===== config.mk =====
export PLATFORM = sky130hd
export DESIGN_NAME = fifo_rr_arbiter
export DESIGN_NICKNAME = d
export VERILOG_FILES = /design/src/rtl/fifo_arb_pkg.sv /design/src/rtl/m_FIFO.sv /design/src/rtl/fifo_rr_arbiter.sv
export SDC_FILE = /design/constraint.sdc
export NUM_CORES = 1
export LEC_CHECK = 0
export CELL_PAD_IN_SITES_DETAIL_PLACEMENT = 0
export CELL_PAD_IN_SITES_GLOBAL_PLACEMENT = 1
export CORE_ASPECT_RATIO = 2
export CORE_MARGIN = 4
export CORE_UTILIZATION = 30
export CTS_BUF_LIST = sky130_fd_sc_hd__clkbuf_4 sky130_fd_sc_hd__clkbuf_8
export CTS_CLUSTER_DIAMETER = 60
export DETAILED_ROUTE_END_ITERATION = 10
export GPL_ROUTABILITY_DRIVEN = 1
export PLACE_DENSITY = 0.56
export SLEW_MARGIN = 30
export SYNTH_ARGS = -nofsm -noshare
export SYNTH_HDL_FRONTEND = slang
export SYNTH_SLANG_ARGS = --single-unit

===== constraint.sdc =====
create_clock -name clk -period 3.05 [get_ports clk]
set_input_delay 0.61 -clock clk [delete_from_list [all_inputs] [get_ports clk]]
set_output_delay 0.61 -clock clk [all_outputs]
set_load 0.01 [all_outputs]

===== src/rtl/fifo_arb_pkg.sv =====
// Shared types and helpers for the round-robin FIFO arbiter.
package fifo_arb_pkg;

    // Arbiter FSM: IDLE between grants, SERVE while a queue holds the grant.
    typedef enum logic {
        IDLE  = 1'b0,
        SERVE = 1'b1
    } arb_state_e;

    // Index width for n items, never below one bit.
    function automatic int unsigned idx_w(input int unsigned n);
        return (n > 1) ? $clog2(n) : 1;
    endfunction

endpackage


===== src/rtl/m_FIFO.sv =====
// Memory FIFO with combinational head read and an occupancy counter.
// Write and read may coincide, including when the FIFO is full.
module m_FIFO
    import fifo_arb_pkg::*;
#(
    parameter int unsigned DWIDTH = 8,
    parameter int unsigned DEPTH  = 4
) (
    input  logic              clk,
    input  logic              rst_n,
    input  logic              wr_en,
    input  logic [DWIDTH-1:0] wd,
    input  logic              rd_en,
    output logic [DWIDTH-1:0] rd_data,
    output logic              full,
    output logic              empty,
    output logic              last
);

    localparam int unsigned AW = idx_w(DEPTH);
    localparam int unsigned CW = $clog2(DEPTH + 1);

    logic [DWIDTH-1:0] mem [DEPTH];
    logic [AW-1:0]     wr_ptr_q;
    logic [AW-1:0]     rd_ptr_q;
    logic [CW-1:0]     count_q;
    logic              do_wr;
    logic              do_rd;

    // Pointers never move on a pop from empty or a push to full without a pop.
    assign do_rd   = rd_en & ~empty;
    assign do_wr   = wr_en & (~full | do_rd);

    assign full    = (count_q == CW'(DEPTH));
    assign empty   = (count_q == '0);
    assign last    = (count_q == CW'(1));
    assign rd_data = mem[rd_ptr_q];

    // Storage is deliberately not reset.
    always_ff @(posedge clk) begin
        if (do_wr) begin
            mem[wr_ptr_q] <= wd;
        end
    end

    // Pointer and occupancy bookkeeping.
    always_ff @(posedge clk or negedge rst_n) begin
        if (!rst_n) begin
            wr_ptr_q <= '0;
            rd_ptr_q <= '0;
            count_q  <= '0;
        end else begin
            if (do_wr) begin
                wr_ptr_q <= (wr_ptr_q == AW'(DEPTH - 1)) ? '0 : wr_ptr_q + AW'(1);
            end
            if (do_rd) begin
                rd_ptr_q <= (rd_ptr_q == AW'(DEPTH - 1)) ? '0 : rd_ptr_q + AW'(1);
            end
            if (do_wr && !do_rd) begin
                count_q <= count_q + CW'(1);
            end else if (do_rd && !do_wr) begin
                count_q <= count_q - CW'(1);
            end
        end
    end

endmodule


===== src/rtl/fifo_rr_arbiter.sv =====
// NQ input queues drained onto one ready/valid output by a round-robin
// arbiter that grants up to BURST pops per grant, with one idle cycle
// between grants.
module fifo_rr_arbiter
    import fifo_arb_pkg::*;
#(
    parameter int unsigned DWIDTH = 8,
    parameter int unsigned DEPTH  = 4,
    parameter int unsigned NQ     = 4,
    parameter int unsigned BURST  = 2,
    localparam int unsigned QW    = idx_w(NQ)
) (
    input  logic                 clk,
    input  logic                 rst_n,
    input  logic [NQ-1:0]        in_wren,
    input  logic [NQ*DWIDTH-1:0] in_wd,
    output logic [NQ-1:0]        in_full,
    output logic                 out_valid,
    input  logic                 out_ready,
    output logic [DWIDTH-1:0]    out_data,
    output logic [QW-1:0]        out_qid,
    output logic [NQ-1:0]        ovf
);

    localparam int unsigned BW = idx_w(BURST);

    logic [NQ-1:0]     q_full;
    logic [NQ-1:0]     q_empty;
    logic [NQ-1:0]     q_last;
    logic [NQ-1:0]     q_wr;
    logic [NQ-1:0]     q_rd;
    logic [DWIDTH-1:0] q_head [NQ];

    arb_state_e        state_q;
    logic [QW-1:0]     grant_q;
    logic [QW-1:0]     rr_ptr_q;
    logic [BW-1:0]     burst_cnt_q;
    logic [NQ-1:0]     ovf_q;

    logic              hs;
    logic              release_grant;
    logic              any_ready;
    logic [QW-1:0]     next_grant;

    for (genvar q = 0; q < NQ; q++) begin : g_queue
        m_FIFO #(
            .DWIDTH (DWIDTH),
            .DEPTH  (DEPTH)
        ) u_fifo (
            .clk     (clk),
            .rst_n   (rst_n),
            .wr_en   (q_wr[q]),
            .wd      (in_wd[q*DWIDTH +: DWIDTH]),
            .rd_en   (q_rd[q]),
            .rd_data (q_head[q]),
            .full    (q_full[q]),
            .empty   (q_empty[q]),
            .last    (q_last[q])
        );
    end

    assign out_valid = (state_q == SERVE) & ~q_empty[grant_q];
    assign out_data  = q_head[grant_q];
    assign out_qid   = (state_q == SERVE) ? grant_q : '0;
    assign hs        = out_valid & out_ready;
    assign ovf       = ovf_q;

    // Pop only the granted queue; a popping queue is not reported full so a
    // same-cycle push into it is accepted.
    always_comb begin
        q_rd    = '0;
        in_full = '0;
        q_wr    = '0;
        for (int q = 0; q < NQ; q++) begin
            q_rd[q]    = hs & (grant_q == QW'(q));
            in_full[q] = q_full[q] & ~q_rd[q];
            q_wr[q]    = in_wren[q] & ~in_full[q];
        end
    end

    // First non-empty queue at or above rr_ptr, wrapping modulo NQ.
    always_comb begin
        any_ready  = 1'b0;
        next_grant = rr_ptr_q;
        for (int i = 0; i < NQ; i++) begin
            if (!any_ready && !q_empty[rr_ptr_q + QW'(i)]) begin
                any_ready  = 1'b1;
                next_grant = rr_ptr_q + QW'(i);
            end
        end
    end

    // Release on the burst-ending pop, the pop of the last word, or an empty grant.
    assign release_grant = (state_q == SERVE) &
                           (hs ? ((burst_cnt_q == BW'(BURST - 1)) | q_last[grant_q])
                               : q_empty[grant_q]);

    // Arbiter FSM with grant, round-robin pointer and burst counter.
    always_ff @(posedge clk or negedge rst_n) begin
        if (!rst_n) begin
            state_q     <= IDLE;
            grant_q     <= '0;
            rr_ptr_q    <= '0;
            burst_cnt_q <= '0;
        end else begin
            unique case (state_q)
                IDLE: begin
                    if (any_ready) begin
                        state_q     <= SERVE;
                        grant_q     <= next_grant;
                        burst_cnt_q <= '0;
                    end
                end
                SERVE: begin
                    if (hs) begin
                        burst_cnt_q <= burst_cnt_q + BW'(1);
                    end
                    if (release_grant) begin
                        state_q  <= IDLE;
                        rr_ptr_q <= grant_q + QW'(1);
                    end
                end
                default: state_q <= IDLE;
            endcase
        end
    end

    // Sticky overflow: a push that found its queue full.
    always_ff @(posedge clk or negedge rst_n) begin
        if (!rst_n) begin
            ovf_q <= '0;
        end else begin
            ovf_q <= ovf_q | (in_wren & in_full);
        end
    end

endmodule


==> results.md, run 1 <==
* DRC at 0
* WHS at ~0.13 ns
* CP Max Fanout at 5
* CTS H-Tree Depth at 4
* Final net count at 603
* Largest delay share family, worst path: multiplexers
* Post-Synthesis Cell Area at around 7400 um2
* Syn-to-layout area delta at 22.1%
* DRT Pass-1 Iters at 5
* Slew headroom at 0.627
* Max Root-Sink Buffers at 2
* Final RePlAce weighted congestion at 0.809
* Number of flops mapped to enable cells by yosys at between 100 and 150
* Antenna diode count at 0
* Post-Synth Simple-Gate Area at 0.0513
* WS Path Type: reg -> out
* Post-synthesis cell type count at 39
* Post-Syn Nets at around 500
* Antenna Nets Post-Route at 0
* Maxcap violations at 0
* Data required, critical path at 2.44 ns
* Comb power frac at 0.433
* WP buf/inv at 2
* Main combinational cell family by area after synthesis: multiplexers
* Clock latency on the worst-skew pair at approximately 0.46 ns
* GRT overflow at 0
* Mux cell area share after synthesis at 0.164
* CP Data Arrival Time at roughly 2.4 ns
* Root Driver: clkbuf_8
* Clock tree sinks at about 170
* Share of post-route cells with drive strength above 1 at 0.293
* Number of CTS-inserted buffers at 17
* Fill count at 2317
* Seq cells post-synth at 166
* Sum Neg Setup Slack at 0 ns
* Async S/R FF share, synth at 0.229
* Largest cells by area after synthesis: edfxtp_1 (52%), dfrtp_1 (13%), mux4_2 (12%)
* Dominant synthesized flop cell: edfxtp_1
* Internal at ~5600 uW
* Die height at 230 um
* Mapped Avg Cell Area at 17.8 um2
* Fraction of synthesized cell area in xor and xnor cells at 0.0142
* Top cell type by total area after synthesis: edfxtp_1
* Clock share of power at 0.162
* Final worst-path cycle share at 0.972
* TritonCTS clock tree: yes
* Gate Count Post-Synth at 416
* PortBufs at 57
* Routed WL at about 16000 um
* Clock Skews at between 0.015 and 0.02 ns
* Part of the power in registers at 0.404
* Pwr Density at 951 nW/um2
* Starting density of the core at 0.304
* Via count at 3859
* Final setup violation count at 0
* Worst path slowest cell: mux4_2
* Rows at between 80 and 90
* Cell mode on critical path: mux4_2
* Initial antenna violation count at 0
* Compound-Gate Fraction of Synth Area at 0.0265
* Sw frac at 0.347
* GRT Util Overall at 0.126
* Adder-cell share of the synthesized area at 0.0743
* DP HPWL at between 10000 and 15000 um
* Peak per-stage delay on the critical path at approximately 0.55 ns
* Psw at slightly below 3000 uW
* Top cells by count, synth: edfxtp_1 (128), ha_1 (44), mux4_2 (41)
* Die ar. at approximately 27000 um2
* Status: finished, final reports clean
* Crit path cell chain: buf_12 > mux4_2 > mux4_2 > dlygate4sd2_1
* Pleak at between 0.003 and 0.004 uW
* Final Max Slew Viols at 0
* Vias in the first global route at approximately 4.4k
* Post-synth top area share at 0.518
* Core area at around 24000 um2
* Hold crit path type: in -> async
* # IOs at 58
* Post-synthesis sequential area ratio at 0.647
* Fin. Hold Viols at 0
* Most common cell in the netlist: edfxtp_1
* Slew @ Worst Pin at 0.559 ns
* Global-route wire length before repair at about 25000 um
* RSZ-0062 raised after global routing: yes
* Synth Warn # at 0
* Largest net degree at the start of global routing at 39
* Clk slew on worst S/H paths at 0.09 ns
* Initial DRC count at approximately 200
* Final min period at just under 3 ns
* Worst setup EP type: output pin
* Wire length per cell at roughly 19 um
* Fmax at roughly 340 MHz
* Avg Vias per Cell at 4.46
* Max VDD drop at roughly 310 uV
* Die width at ~120 um
* CP startpoint kind: flip-flop
==> power by group through the flow <==
| stage | Clock, uW | Combinational [uW] | Sequential (uW) |
|---|---|---|---|
| 4_1_cts | 1460 | 3750 | 3490 |
| 5_1_grt | 1550 | 4100 | 3560 |
| 2_1_floorplan | 0 | 2310 | 3370 |
| 3_5_place_dp | 0 | 3500 | 3630 |
| 6_report | 1400 | 3730 | 3480 |
| 3_3_place_gp | 0 | 3440 | 3600 |
==> cell families after synthesis <==
| kind of cell | Yosys count |
|---|---|
| AOI/OAI and AO/OA | 27 |
| xor gates and xnor gates | 12 |
| adders and majority gates | 44 |
| buffers and inverters | 37 |
| DFF | 166 |
| muxes | 65 |
| and+or+nand+nor | 65 |
==> layout by cell type, fill, tap and decap left out, types with 2 or more instances in the layout <==
| cell type | n |
|---|---|
| clkdlybuf4s50_1 | 43 |
| ha_4 | 4 |
| nor2b_1 | 8 |
| nand2b_4 | 3 |
| clkbuf_8 | 17 |
| xor2_1 | 8 |
| mux2i_1 | 6 |
| clkinv_2 | 2 |
| a21o_1 | 4 |
| xnor2_1 | 4 |
| a21oi_1 | 3 |
| dfrtp_1 | 34 |
| and2_1 | 19 |
| mux2_4 | 8 |
| mux4_2 | 41 |
| buf_2 | 6 |
| buf_4 | 37 |
| ha_1 | 40 |
| nand2b_1 | 2 |
| inv_2 | 11 |
| nor2_1 | 14 |
| and3_4 | 3 |
| mux2_1 | 10 |
| inv_1 | 12 |
| a31oi_4 | 4 |
| inv_6 | 3 |
| clkinvlp_4 | 4 |
| clkdlybuf4s15_1 | 4 |
| clkinv_1 | 3 |
| o21ai_1 | 3 |
| edfxtp_1 | 128 |
| o22ai_1 | 3 |
| dlygate4sd2_1 | 5 |
| nand2_1 | 11 |
| clkinv_4 | 2 |
| o21ai_0 | 5 |
| dfrtp_2 | 4 |
==> stage by stage <==
step,util,instances,power [uW],setup slack (ns),instance area (um2)
2_1_floorplan,-,416,5680,0.554,7410
3_3_place_gp,0.349,819,7040,0.0631,8530
3_5_place_dp,0.349,819,7130,0.0453,8530
4_1_cts,0.369,865,8700,0.00509,9010
5_1_grt,0.371,865,9210,-0.0123,9050
6_report,0.371,865,8610,0.0839,9050
==> sequential cells by signal (all words and copies together), names as in the netlist <==
name / cells
burst_cnt_q: 1
rr_ptr_q: 2
g_queue.u_fifo.wr_ptr_q: 8
state_q: 1
ovf: 4
g_queue.u_fifo.mem: 128
g_queue.u_fifo.count_q: 12
grant_q: 2
g_queue.u_fifo.rd_ptr_q: 8
==> repair_timing <==
| item | in CTS | in global routing |
|---|---|---|
| gates resized for setup | 37 | 15 |
| buffers inserted | 14 | 0 |
| hold buffers | 0 | 0 |
| pin swaps | 1 | 0 |
| setup endpoints to repair | 13 | 8 |
==> worst register-to-register path, cell delays in order, from the launching register on <==
cell and delay [ns]:
dfrtp_1 0.42, inv_2 0.11, ha_4 0.15, nand2b_1 0.08, mux4_2 0.54, buf_4 0.18, a31oi_4 0.14, buf_4 0.14
buf_4 0.10, nor2b_1 0.03, buf_4 0.16, ha_1 0.33, nor2_1 0.16, xor2_1 0.16
==> final cells by class <==
type	instances	area, um2	area share
inverters	24	90.1	0.00995
clock buffers	18	241	0.0267
repair buffers	98	865	0.0955
flip-flops and latches	166	4800	0.530
multi-input cells	213	2540	0.281
clock inverters	14	103	0.0113
well taps	332	415	0.0459
==> path summary, 6_finish.rpt <==
check / cells past startpoint / to / slack (ns) / startpoint
max: 4 / out_data[5] / 0.08 / g_queue[3].u_fifo.rd_ptr_q[0]$_DFFE_PN0P_
min: 1 / ovf[0]$_DFF_PN0_ / 0.13 / rst_n
max reg2reg: 13 / g_queue[3].u_fifo.count_q[2]$_DFFE_PN0P_ / 0.29 / g_queue[0].u_fifo.count_q[1]$_DFFE_PN0P_
min reg2reg: 1 / ovf[0]$_DFF_PN0_ / 0.46 / ovf[0]$_DFF_PN0_
max in group asynchronous: 1 / g_queue[3].u_fifo.rd_ptr_q[0]$_DFFE_PN0P_ / 2.49 / rst_n
min in group clk: 1 / ovf[0]$_DFF_PN0_ / 0.46 / ovf[0]$_DFF_PN0_
==> per-layer routing <==
metal	GRT usage	wire [um]
met1	0.123	5700
met2	0.238	9500
met3	0.0325	602
met4	0.0620	591
met5	0	0
(Power assumes the default switching activity.)
==> inputs of run 2 (changes only) <==
--- a/config.mk
+++ b/config.mk
@@ -9,12 +9,12 @@
 export CELL_PAD_IN_SITES_GLOBAL_PLACEMENT = 1
 export CORE_ASPECT_RATIO = 2
 export CORE_MARGIN = 4
-export CORE_UTILIZATION = 30
-export CTS_BUF_LIST = sky130_fd_sc_hd__clkbuf_4 sky130_fd_sc_hd__clkbuf_8
+export CORE_UTILIZATION = 45
+export CTS_BUF_LIST = sky130_fd_sc_hd__clkbuf_16
 export CTS_CLUSTER_DIAMETER = 60
 export DETAILED_ROUTE_END_ITERATION = 10
 export GPL_ROUTABILITY_DRIVEN = 1
-export PLACE_DENSITY = 0.56
+export PLACE_DENSITY = 0.77
 export SLEW_MARGIN = 30
 export SYNTH_ARGS = -nofsm -noshare
 export SYNTH_HDL_FRONTEND = slang
==> run 2 against run 1 <==
Net effect: register-to-register slack better by 0.11 ns; via count grew 0.91%; routed wire length is 8.4% lower; first-iteration DRC count increased by 28%; clock skew down 0.0019 ns; maximum frequency increased by 1.7%; total power up 9.8%; die area is 32% lower; cell count is 16% lower.
==> results.md, run 2 (synthesis results as in run 1) <==
* Part of the power in registers at 0.372
* Final setup violation count at 0
* Fin. Hold Viols at 0
* Largest net degree at the start of global routing at 39
* Root Driver: clkbuf_16
* Worst setup EP type: output pin
* TritonCTS clock tree: yes
* CP Data Arrival Time at 2.31 ns
* Initial antenna violation count at 0
* Psw at approximately 3000 uW
* Hold Buf Count CTS at 0
* Clk slew on worst S/H paths at approximately 0.06 ns
* Internal at ~6500 uW
* Clock share of power at 0.242
* WS Path Type: reg -> out
* Sum Neg Setup Slack at 0 ns
* Final worst-path cycle share at 0.956
* Clock tree sinks at between 150 and 200
* Largest registers: g_queue.u_fifo.mem (128), g_queue.u_fifo.count_q (12)
* Placed Instance Area at between 8000 and 9000 um2
* Starting density of the core at 0.456
* Peak per-stage delay on the critical path at 0.53 ns
* Vias in the first global route at 4330
* R2r setup slk at approximately 0.4 ns
* Via count at between 3k and 4k
* CP startpoint kind: flip-flop
* Most frequent cells in the layout: edfxtp_1 (128), clkdlybuf4s50_1 (43), mux4_2 (41), ha_1 (40), dfrtp_1 (34)
* Max reg flops at 128
* Core area at ~16000 um2
* Post-route cell area at around 9200 um2
* Wire length per cell at a little over 20 um
* Die width at about 99 um
* Fill count at 1254
* Clock Skews at around 0.013 ns
* Fmax at 343 MHz
* Syn-to-layout area delta at 23.4%
* Comb power frac at 0.386
* R2R depth at 12
* Reg with most FFs: g_queue.u_fifo.mem
* Initial DRC count at roughly 250
* Final min period at ~3 ns
* CTS H-Tree Depth at 4
* Status: finished, final reports clean
* Routed WL at 15000 um
* DRC at 0
* Die ar. at between 15000 and 20000 um2
* Pleak at between 0.003 and 0.004 uW
* Most common cell after layout, fill and taps aside: edfxtp_1
* Crit path cell chain: inv_2 > ha_4 > nand2b_4 > mux4_2 > buf_6 > buf_4 > nand2_1 > inv_1 > clkdlybuf4s15_1
* Hold crit path type: in -> async
* Max Root-Sink Buffers at 2
* Maxcap violations at 0
* Antenna Nets Post-Route at 0
* PortBufs at 57
* Clock latency on the worst-skew pair at 0.42 ns
* Rows at 66
* Avg Vias per Cell at approximately 5.3
* Final net count at 595
* DP HPWL at about 11000 um
* Max VDD drop at 632 uV
* Worst r2r dst: g_queue[3].u_fifo.count_q[2]$_DFFE_PN0P_
* Share of post-route cells with drive strength above 1 at 0.280
* GRT overflow at 0
* Data required, critical path at around 2.4 ns
* Global-route wire length before repair at around 24000 um
* # IOs at just under 60
* Final RePlAce weighted congestion at slightly below 0.8
* GRT Util Overall at 0.171
* FF-to-FF Start: g_queue[2].u_fifo.count_q[1]$_DFFE_PN0P_
* RSZ-0062 raised after global routing: no
* CP Max Fanout at 4
* Slew @ Worst Pin at a little under 0.6 ns
* Antenna diode count at 0
* Pwr Density at just over 1000 nW/um2
* DRT Pass-1 Iters at 4
* Die height at approximately 190 um
* Slew headroom at 0.612
* Sw frac at 0.315
* Number of CTS-inserted buffers at 17
* Final Max Slew Viols at 0
* Worst path slowest cell: mux4_2
==> run 2: cell type report <==
cell class / instances / area [um2] / share of cell area
Clock buffer: 17 / 425 / 0.0465
Clock inverter: 15 / 211 / 0.0231
Inverter: 24 / 90.1 / 0.00985
Multi-Input combinational cell: 213 / 2550 / 0.279
Sequential cell: 166 / 4800 / 0.525
Tap cell: 204 / 255 / 0.0279
Timing Repair Buffer: 90 / 817 / 0.0893
==> run 2: worst max-delay path by stage <==
stage | to | slack, ns | from
after global placement | in_full[3] | 0.07 | g_queue[0].u_fifo.count_q[0]$_DFFE_PN0P_
after detailed placement | in_full[3] | 0.01 | g_queue[2].u_fifo.count_q[0]$_DFFE_PN0P_
after floorplan | g_queue[3].u_fifo.count_q[2]$_DFFE_PN0P_ | 0.55 | g_queue[3].u_fifo.count_q[0]$_DFFE_PN0P_
after CTS | out_valid | 0.003 | g_queue[0].u_fifo.count_q[1]$_DFFE_PN0P_
after global routing | out_valid | 0.01 | g_queue[3].u_fifo.count_q[1]$_DFFE_PN0P_
final | out_valid | 0.13 | g_queue[2].u_fifo.count_q[1]$_DFFE_PN0P_
==> run 2: power groups by stage <==
stage / logic (uW) / registers, uW / clock network, uW
2_1_floorplan: 2310 / 3370 / 0
3_3_place_gp: 3210 / 3580 / 0
3_5_place_dp: 3300 / 3630 / 0
4_1_cts: 3600 / 3520 / 2340
5_1_grt: 3990 / 3590 / 2440
6_report: 3650 / 3520 / 2290
==> run 2: layer usage <==
layer | global-route usage | wire length [um] | up-vias
met5 | 0 | 0 | -
met4 | 0.0794 | 484 | 0
met3 | 0.0417 | 550 | 22
met2 | 0.309 | 8480 | 89
met1 | 0.185 | 5490 | 2008
li1 | - | - | 1775
==> run 2: critical path, delay by kind of cell, from the launching register on <==
kind / cells / cell delay (ns)
multiplexers: 1 / 0.53
buffers and inverters: 5 / 0.64
adder cells (fa/ha/maj): 1 / 0.16
AND/OR/NAND/NOR: 2 / 0.13
flip-flops: 1 / 0.41
==> run 2: timing repair <==
action,in CTS,in global routing
pin swaps,3,0
gates cloned,0,0
endpoints found under the setup margin,13,4
gates resized for setup,37,7
buffers inserted,17,6
==> run 2: stage by stage <==
| step | util | setup WS [ns] | cells | power, uW | hold slack [ns] |
|---|---|---|---|---|---|
| after floorplan | - | 0.554 | 416 | 5680 | 0.314 |
| after global placement | 0.507 | 0.0720 | 674 | 6800 | 0.440 |
| after detailed placement | 0.507 | 0.0109 | 674 | 6940 | 0.448 |
| after CTS | 0.558 | 0.00307 | 723 | 9460 | 0.187 |
| after global routing | 0.562 | 0.00980 | 729 | 10000 | 0.202 |
| final | 0.562 | 0.135 | 729 | 9460 | 0.173 |
